$ cat config.mk
export PLATFORM = sky130hd
export DESIGN_NAME = bt_cmd_ctrl
export DESIGN_NICKNAME = d
export VERILOG_FILES = /design/src/rtl/bt_cmd_ctrl.sv
export SDC_FILE = /design/constraint.sdc
export NUM_CORES = 1
export LEC_CHECK = 0
export CORE_MARGIN = 8
export CORE_UTILIZATION = 45
export CTS_CLUSTER_SIZE = 30
export DETAILED_ROUTE_END_ITERATION = 12
export PLACE_DENSITY = 0.74
export SYNTH_ARGS = -nofsm -noshare
export SYNTH_HDL_FRONTEND = slang
export SYNTH_SLANG_ARGS = --single-unit
$ cat constraint.sdc
create_clock -name CLK -period 3.6 [get_ports CLK]
set_input_delay 1.08 -clock CLK [delete_from_list [all_inputs] [get_ports CLK]]
set_output_delay 1.08 -clock CLK [all_outputs]
set_load 0.03 [all_outputs]
$ cat src/rtl/bt_cmd_ctrl.sv
// Bluetooth command decoder: turns strobed UART bytes into track index,
// packed L/R attenuation, mute state and ack/error/track-change pulses.
module bt_cmd_ctrl #(
    parameter int         NUM_TRACKS  = 4,
    parameter int         TRACK_W     = 4,
    parameter logic [7:0] VOL_STEP    = 8'h10,
    parameter logic [7:0] VOL_MAX     = 8'hF0,
    parameter logic [7:0] VOL_RST     = 8'h20,
    parameter logic [7:0] MUTE_VAL    = 8'hFE,
    parameter int         HOLDOFF     = 5000000,
    parameter int         ARG_TIMEOUT = 50000000
) (
    input  logic               CLK,
    input  logic               RST,
    input  logic [7:0]         rx_data,
    input  logic               rx_valid,
    output logic [15:0]        vol,
    output logic [TRACK_W-1:0] CURRENT,
    output logic               track_chg,
    output logic               cmd_ack,
    output logic               cmd_err,
    output logic               muted
);

    typedef enum logic {IDLE, WAIT_ARG} state_t;

    localparam logic [7:0]         TRK_HI   = 8'(8'hA0 + NUM_TRACKS);
    localparam logic [TRACK_W-1:0] TRK_LAST = TRACK_W'(NUM_TRACKS - 1);
    localparam logic [31:0]        HO_LOAD  = 32'(HOLDOFF - 1);
    localparam logic [31:0]        TO_LAST  = 32'(ARG_TIMEOUT - 1);

    state_t             state_q, state_d;
    logic [TRACK_W-1:0] cur_q, cur_d;
    logic [7:0]         vl_q, vl_d, vr_q, vr_d;
    logic               muted_q, muted_d;
    logic [15:0]        vol_q, vol_d;
    logic [31:0]        ho_q, ho_d, to_q, to_d;
    logic               chg_q, chg_d, ack_q, ack_d, err_q, err_d;
    logic               step_ok;

    // 9-bit arithmetic: the borrow/carry bit flags saturation.
    function automatic logic [7:0] vol_dn(input logic [7:0] v);
        logic [8:0] s;
        s = {1'b0, v} - {1'b0, VOL_STEP};
        return s[8] ? 8'h00 : s[7:0];
    endfunction

    function automatic logic [7:0] vol_up(input logic [7:0] v);
        logic [8:0] s;
        s = {1'b0, v} + {1'b0, VOL_STEP};
        return (s > {1'b0, VOL_MAX}) ? VOL_MAX : s[7:0];
    endfunction

    assign step_ok = (ho_q == 32'd0);

    always_comb begin
        state_d = state_q;
        cur_d   = cur_q;
        vl_d    = vl_q;
        vr_d    = vr_q;
        muted_d = muted_q;
        ho_d    = (ho_q != 32'd0) ? ho_q - 32'd1 : ho_q;
        to_d    = to_q;
        chg_d   = 1'b0;
        ack_d   = 1'b0;
        err_d   = 1'b0;
        case (state_q)
            IDLE: begin
                if (rx_valid) begin
                    if (rx_data >= 8'hA1 && rx_data <= TRK_HI) begin
                        cur_d = TRACK_W'(rx_data - 8'hA1);
                        chg_d = 1'b1;
                        ack_d = 1'b1;
                    end else if (rx_data[7:4] == 4'hA) begin
                        err_d = 1'b1;
                    end else begin
                        case (rx_data)
                            8'hB1: if (step_ok) begin
                                cur_d = (cur_q == '0) ? TRK_LAST : cur_q - TRACK_W'(1);
                                chg_d = 1'b1;
                                ack_d = 1'b1;
                                ho_d  = HO_LOAD;
                            end
                            8'hB2: if (step_ok) begin
                                cur_d = (cur_q == TRK_LAST) ? '0 : cur_q + TRACK_W'(1);
                                chg_d = 1'b1;
                                ack_d = 1'b1;
                                ho_d  = HO_LOAD;
                            end
                            8'hB3: if (step_ok) begin
                                vl_d  = vol_dn(vl_q);
                                vr_d  = vol_dn(vr_q);
                                ack_d = 1'b1;
                                ho_d  = HO_LOAD;
                            end
                            8'hB4: if (step_ok) begin
                                vl_d  = vol_up(vl_q);
                                vr_d  = vol_up(vr_q);
                                ack_d = 1'b1;
                                ho_d  = HO_LOAD;
                            end
                            8'hB0: begin
                                muted_d = ~muted_q;
                                ack_d   = 1'b1;
                            end
                            8'hC1: begin
                                state_d = WAIT_ARG;
                                to_d    = 32'd0;
                            end
                            8'h00: ;
                            default: err_d = 1'b1;
                        endcase
                    end
                end
            end
            WAIT_ARG: begin
                // A byte arriving on the timeout cycle still counts as the argument.
                if (rx_valid) begin
                    vl_d    = (rx_data > VOL_MAX) ? VOL_MAX : rx_data;
                    vr_d    = (rx_data > VOL_MAX) ? VOL_MAX : rx_data;
                    ack_d   = 1'b1;
                    state_d = IDLE;
                end else if (to_q == TO_LAST) begin
                    err_d   = 1'b1;
                    state_d = IDLE;
                end else begin
                    to_d = to_q + 32'd1;
                end
            end
            default: state_d = IDLE;
        endcase
        vol_d = muted_d ? {MUTE_VAL, MUTE_VAL} : {vl_d, vr_d};
    end

    always_ff @(posedge CLK or negedge RST) begin
        if (!RST) begin
            state_q <= IDLE;
            cur_q   <= '0;
            vl_q    <= VOL_RST;
            vr_q    <= VOL_RST;
            muted_q <= 1'b0;
            vol_q   <= {VOL_RST, VOL_RST};
            ho_q    <= 32'd0;
            to_q    <= 32'd0;
            chg_q   <= 1'b0;
            ack_q   <= 1'b0;
            err_q   <= 1'b0;
        end else begin
            state_q <= state_d;
            cur_q   <= cur_d;
            vl_q    <= vl_d;
            vr_q    <= vr_d;
            muted_q <= muted_d;
            vol_q   <= vol_d;
            ho_q    <= ho_d;
            to_q    <= to_d;
            chg_q   <= chg_d;
            ack_q   <= ack_d;
            err_q   <= err_d;
        end
    end

    assign vol       = vol_q;
    assign CURRENT   = cur_q;
    assign track_chg = chg_q;
    assign cmd_ack   = ack_q;
    assign cmd_err   = err_q;
    assign muted     = muted_q;

endmodule

# Yosys cells after proc, flatten, opt, wreduce, memory -nomap -nowiden
# Cells that the tools add are included.
# classes
n_addsub,9
n_lt_le_gt_ge,5
n_eq_ne,18
n_mux,74
bitwise,2
reduce_logical,11
# ops
op,n
32-bit two-way mux,13
8-bit two-way mux,17
32-bit case mux with 2 select lines,1
8-bit case mux with 2 select lines,4
"8-bit equality test, second input constant",6
"32-bit by 1-bit adder with 32-bit output, second input constant",1
"32-bit by 26-bit equality test with 1-bit output, second input constant",1
32-bit logical NOT,1
32-bit nonzero test,1
"32-bit by 1-bit subtractor with 32-bit output, second input constant",1
1-bit two-way mux,27
4-bit two-way mux,6
"8-bit by 5-bit adder with 9-bit output, second input constant",2
"9-bit by 8-bit greater-than comparator with 1-bit output, second input constant",2
"8-bit by 5-bit subtractor with 9-bit output, second input constant",2
16-bit two-way mux,1
"2-bit != test, second input constant",6
6-bit AND reduction,2
"8-bit >= comparator, second input constant",1
"8-bit greater-than comparator, second input constant",1
"8-bit less-or-equal comparator, second input constant",1
8-bit logical NOT,1
1-bit case mux with 2 select lines,4
4-bit case mux with 2 select lines,1
13 further kinds,16
# totals
reg_bits,105
out_inout_bits,24
elab_cells,130

# Longest topological paths before layout
# depth
ltp_word,10
depth_mapped,10
mapped_depth_nobuf,9

# Worst setup path after synthesis
# No wires, ideal clock.
# synth_path
path_type,input to register
from,input rx_data[1]
to,"register vol_q[14], in the netlist vol[14]"
setup_time_ns,0.142
t_arrival_ns,2.879
required_ns,3.458
path_slack_ns,0.579
stages,7
n_path_buf,1
cell_sequence,inv_1 > ha_1 > or4b_1 > a211oi_1 > xnor2_1 > clkbuf_1 > o211ai_1
# synth_via
elab_chain_cells,7
word_cells_on_any_way,20
classes_between,order compare (3); eq/ne (3); mux (13); reduce/logical (1)
# synth_rtl
item,line,source
"start, declared",15,"input logic [7:0] rx_data,"
"parallel branches: the longest is 6 deep, another holds 8-bit >= comparator",-,
16-bit two-way mux *,132,"vol_d = muted_d ? {MUTE_VAL, MUTE_VAL} : {vl_d, vr_d};"
via vol_d[14],36,"logic [15:0] vol_q, vol_d;"
"end signal, assigned",142,"vol_q <= {VOL_RST, VOL_RST};"
"end signal, assigned",154,vol_q <= vol_d;
"end, declared",36,
# Mark *: on every way through the listed nets, which the timed path passes.
# A chain may end at the register's enable or synchronous reset.

# Worst setup path after layout
# layout_path
from,input rx_data[0]
to,"register vol_q[15], in the netlist vol[15]"
# The elaborated chain is that of the path after synthesis.

==> flow_summary_export.csv <==
group,metric,value,unit
status,status,"completed",
timing,rsz0062_at_grt,"false",
logic_synthesis,synth.avg_cell_area,9.420,µm²
power,swShare,0.3017,
timing,fin_crit_sh,0.8947,
global_routing,first_global_vias,5046,
die,core_area,0.01309,mm²
power,p_switching,866.3,µW
clocking,clock-sinks,105,
setup_path,r2r-end,"CURRENT[0]",
global_routing,grt_use_met3,0.03937,
setup_path,critPathCaptureType,"register",
clocking,post_cts_buffers,0,
detailed_routing,vias,5048,
logic_synthesis,synth_edf_count,0,
timing,slew-limit-headroom,0.3062,
logic_synthesis,synthTopCellsByCount,"101 x dfrtp_1, 64 x nor2_1, 56 x nand2_1",
run,cap_viol_max_count,0,
timing,worst_pin_slew,1.035,ns
clocking,cts.clk_slew.worst_paths,0.07,ns
setup_path,critPathRequiredTime,3.88,ns
setup_path,r2r-start,"ho_q[14]",
logic_synthesis,synth_most_common_cell,"dfrtp_1",
global_routing,gr-total-overflow,0,
logic_synthesis,ys_dominant_reg_cell,"dfrtp_1",
logic_synthesis,synth-adder-area-share,0.03964,
placed_design,routabilityCongestion,0.9157,
logic_synthesis,yosysTopAreaCellShare,0.4259,
finish,layout.nets,714,
logic_synthesis,ys_seq_elements,105,
detailed_routing,drtPass1Iterations,5,
logic_synthesis,synth_compound_area_frac,0.1025,
clocking,clk_latency,0.36,ns
clocking,cts_tree,"yes",
clocking,cts_resized,0,
global_routing,grt_max_degree,106,
logic_synthesis,synth_cell_type_count,76,
logic_synthesis,yosysTopAreaCell,"dfrtp_1",
clocking,clockBufferDepth,2,
finish,drive_gt1_frac,0.1014,
logic_synthesis,postSynthCellCount,630,
detailed_routing,ant_nets,0,
placed_design,dp_hpwl,10.51,mm
logic_synthesis,synth_nets,659,
setup_path,crit_buf_inv,1,
logic_synthesis,syn_area,0.005934,mm²
logic_synthesis,synthMuxAreaShare,0.007168,
placed_design,dpl_cell_area,0.006675,mm²
finish,final_area,0.006967,mm²
global_routing,grt-busiest-layer,"met2",
global_routing,grt_pass1_wl,24.49,mm
global_routing,use_met2,0.2980,
logic_synthesis,yosysWarnings,0,
hold_path,hp-class,"register to register",
setup_path,r2r_slack,0.84,ns
logic_synthesis,synth_xor_area_frac,0.09003,
setup_path,path_max_fanout,6,
timing,hold_viol,0,
timing,setup_viol,0,
die,die_h,130.8,µm
placed_design,port-buffer-count,34,
detailed_routing,wirelength,14.51,mm
timing,fin_skew,0.008905,ns
setup_path,crit_slowest_cell,"clkdlybuf4s50_1",
finish,antenna_cells,0,
setup_path,path_cells,"clkdlybuf4s50_1, ha_1, or3b_1, or4b_1, or4_1, o211ai_1, a31oi_1, o21ai_1",
die,fp.dieArea,0.01712,mm²
timing,fin_crit,3.221,ns
global_routing,globalRouteMet1Util,0.2225,
die,die_w,130.8,µm
detailed_routing,via_per_inst,5.829,
power,ir_drop,239.0,µV
logic_synthesis,async_flop_share,1.000,
clocking,cts-root-buf,"clkbuf_16",
setup_path,critPathKind,"input port to register",
power,seqPwrFrac,0.490,
die,start_util,0.4535,
logic_synthesis,synthSimpleGateAreaFrac,0.2880,
power,p_per_area,412.1,mW/mm²
detailed_routing,wl_per_cell,16.75,µm
global_routing,antenna_found_initial,1,
setup_path,worst-path-stages,8,
setup_path,cp_slowest_stage_delay,0.58,ns
finish,syn_to_final_growth,17.39,%
setup_path,r2r_cells,7,
die,fp-row-count,42,
setup_path,arrival,3.50,ns
global_routing,grt_usage,0.1798,
clocking,cts_hold_buffers,0,
timing,fmaxAchievable,0.3105,GHz
power,p_leak,3.051,nW
power,comb_power_share,0.181,
detailed_routing,route.detailed.drc,0,
die,ioPinCount,35,
power,clock_power_share,0.330,
hold_path,hold-path-cell-count,1,
logic_synthesis,synth_top_family_by_area,"simple AND/OR/NAND/NOR gates",
timing,slew_violations,0,
logic_synthesis,synthTopCellsByArea,"dfrtp_1 43%, xnor2_1 5.2%, nor2_1 4.0%",
logic_synthesis,ys_seq_area_frac,0.4436,
power,p_int,2.005,mW
clocking,cts_max_level,3,
detailed_routing,first_iter_violations,401,
timing,setup_tns,0,ns
setup_path,endpoint,"vol[15]",
setup_path,startpoint_type,"input port",
setup_path,path_delay_family,"simple AND/OR/NAND/NOR gates",
setup_path,startpoint,"rx_data[0]",
clocking,cts_made_buffers,9,
-- per-layer routing --
metal  vias to the layer above  wire (µm)  part of all wire
met5                         -         11           0.00076
met4                         2        361             0.025
met3                        33        742             0.051
met2                       138       7010              0.48
met1                      2491       6383              0.44
li1                       2384          -                 -
-- stage by stage --
| stage | hold slack (ns) | util | power (mW) | instances | setup WS, ns |
|---|---|---|---|---|---|
| after global routing | 0.5157 | 0.5324 | 3.008 | 866 | 0.1626 |
| after global placement | 0.4588 | 0.5101 | 1.926 | 850 | 0.1076 |
| after detailed placement | 0.4645 | 0.5101 | 1.945 | 850 | 0.06244 |
| after floorplan | 0.4426 | - | 1.723 | 630 | 0.5792 |
| after CTS | 0.4766 | 0.5324 | 2.904 | 866 | 0.4299 |
| final | 0.4749 | 0.5324 | 2.871 | 866 | 0.3791 |
-- state kept, by name, summed over array words and instances (netlist names) --
register,count
ho_q,32
to_q,32
vol,16
vl_q,8
vr_q,8
CURRENT,4
cmd_ack,1
cmd_err,1
muted,1
state_q,1
track_chg,1
-- power groups by stage --
stage / clock, mW / combinational, mW / sequential (mW)
floorplan: 0 / 0.265 / 1.46
global placement: 0 / 0.507 / 1.42
detailed placement: 0 / 0.521 / 1.42
CTS: 0.977 / 0.523 / 1.40
global route: 1.02 / 0.568 / 1.42
finish: 0.946 / 0.519 / 1.41
-- final cells by class --
type,instances,area (µm²)
Clock inverter,6,52.55
Tap cell,176,220.2
Sequential cell,105,2633
Clock buffer,10,239.0
Fill cell,1164,6118
Multi-Input combinational cell,481,3129
Timing Repair Buffer,68,618.1
Inverter,20,75.07
-- cell families (layout without fill, tap and decap cells) --
group / count (synthesis) / after routing
multiplexers: 4 / 4
AO/OA/AOI/OAI: 87 / 87
XOR/XNOR: 61 / 61
AND/OR/NAND/NOR: 310 / 310
adder cells (fa/ha/maj): 19 / 19
buffers and inverters: 44 / 104
flip-flops: 105 / 105
-- layout by cell type, fill, tap and decap left out, drive strengths merged, types with 18 or more instances in the layout --
master and instances:
nor3 20, ha 18, xor2 26, nand2 56, buf 35, a21oi 20
dfrtp 101, nand3 41, inv 21, xnor2 35, clkdlybuf4s50 33, nor2 64
nor4 24
-- worst min-delay path by stage --
stage                  start  endpoint  slack [ns]
global placement    ho_q[31]  ho_q[31]        0.46
CTS                 ho_q[31]  ho_q[31]        0.48
detailed placement  ho_q[31]  ho_q[31]        0.46
finish              ho_q[31]  ho_q[31]        0.47
global route        ho_q[30]  ho_q[30]        0.52
floorplan           ho_q[31]  ho_q[31]        0.44
Power figures use the tool's default switching activity.
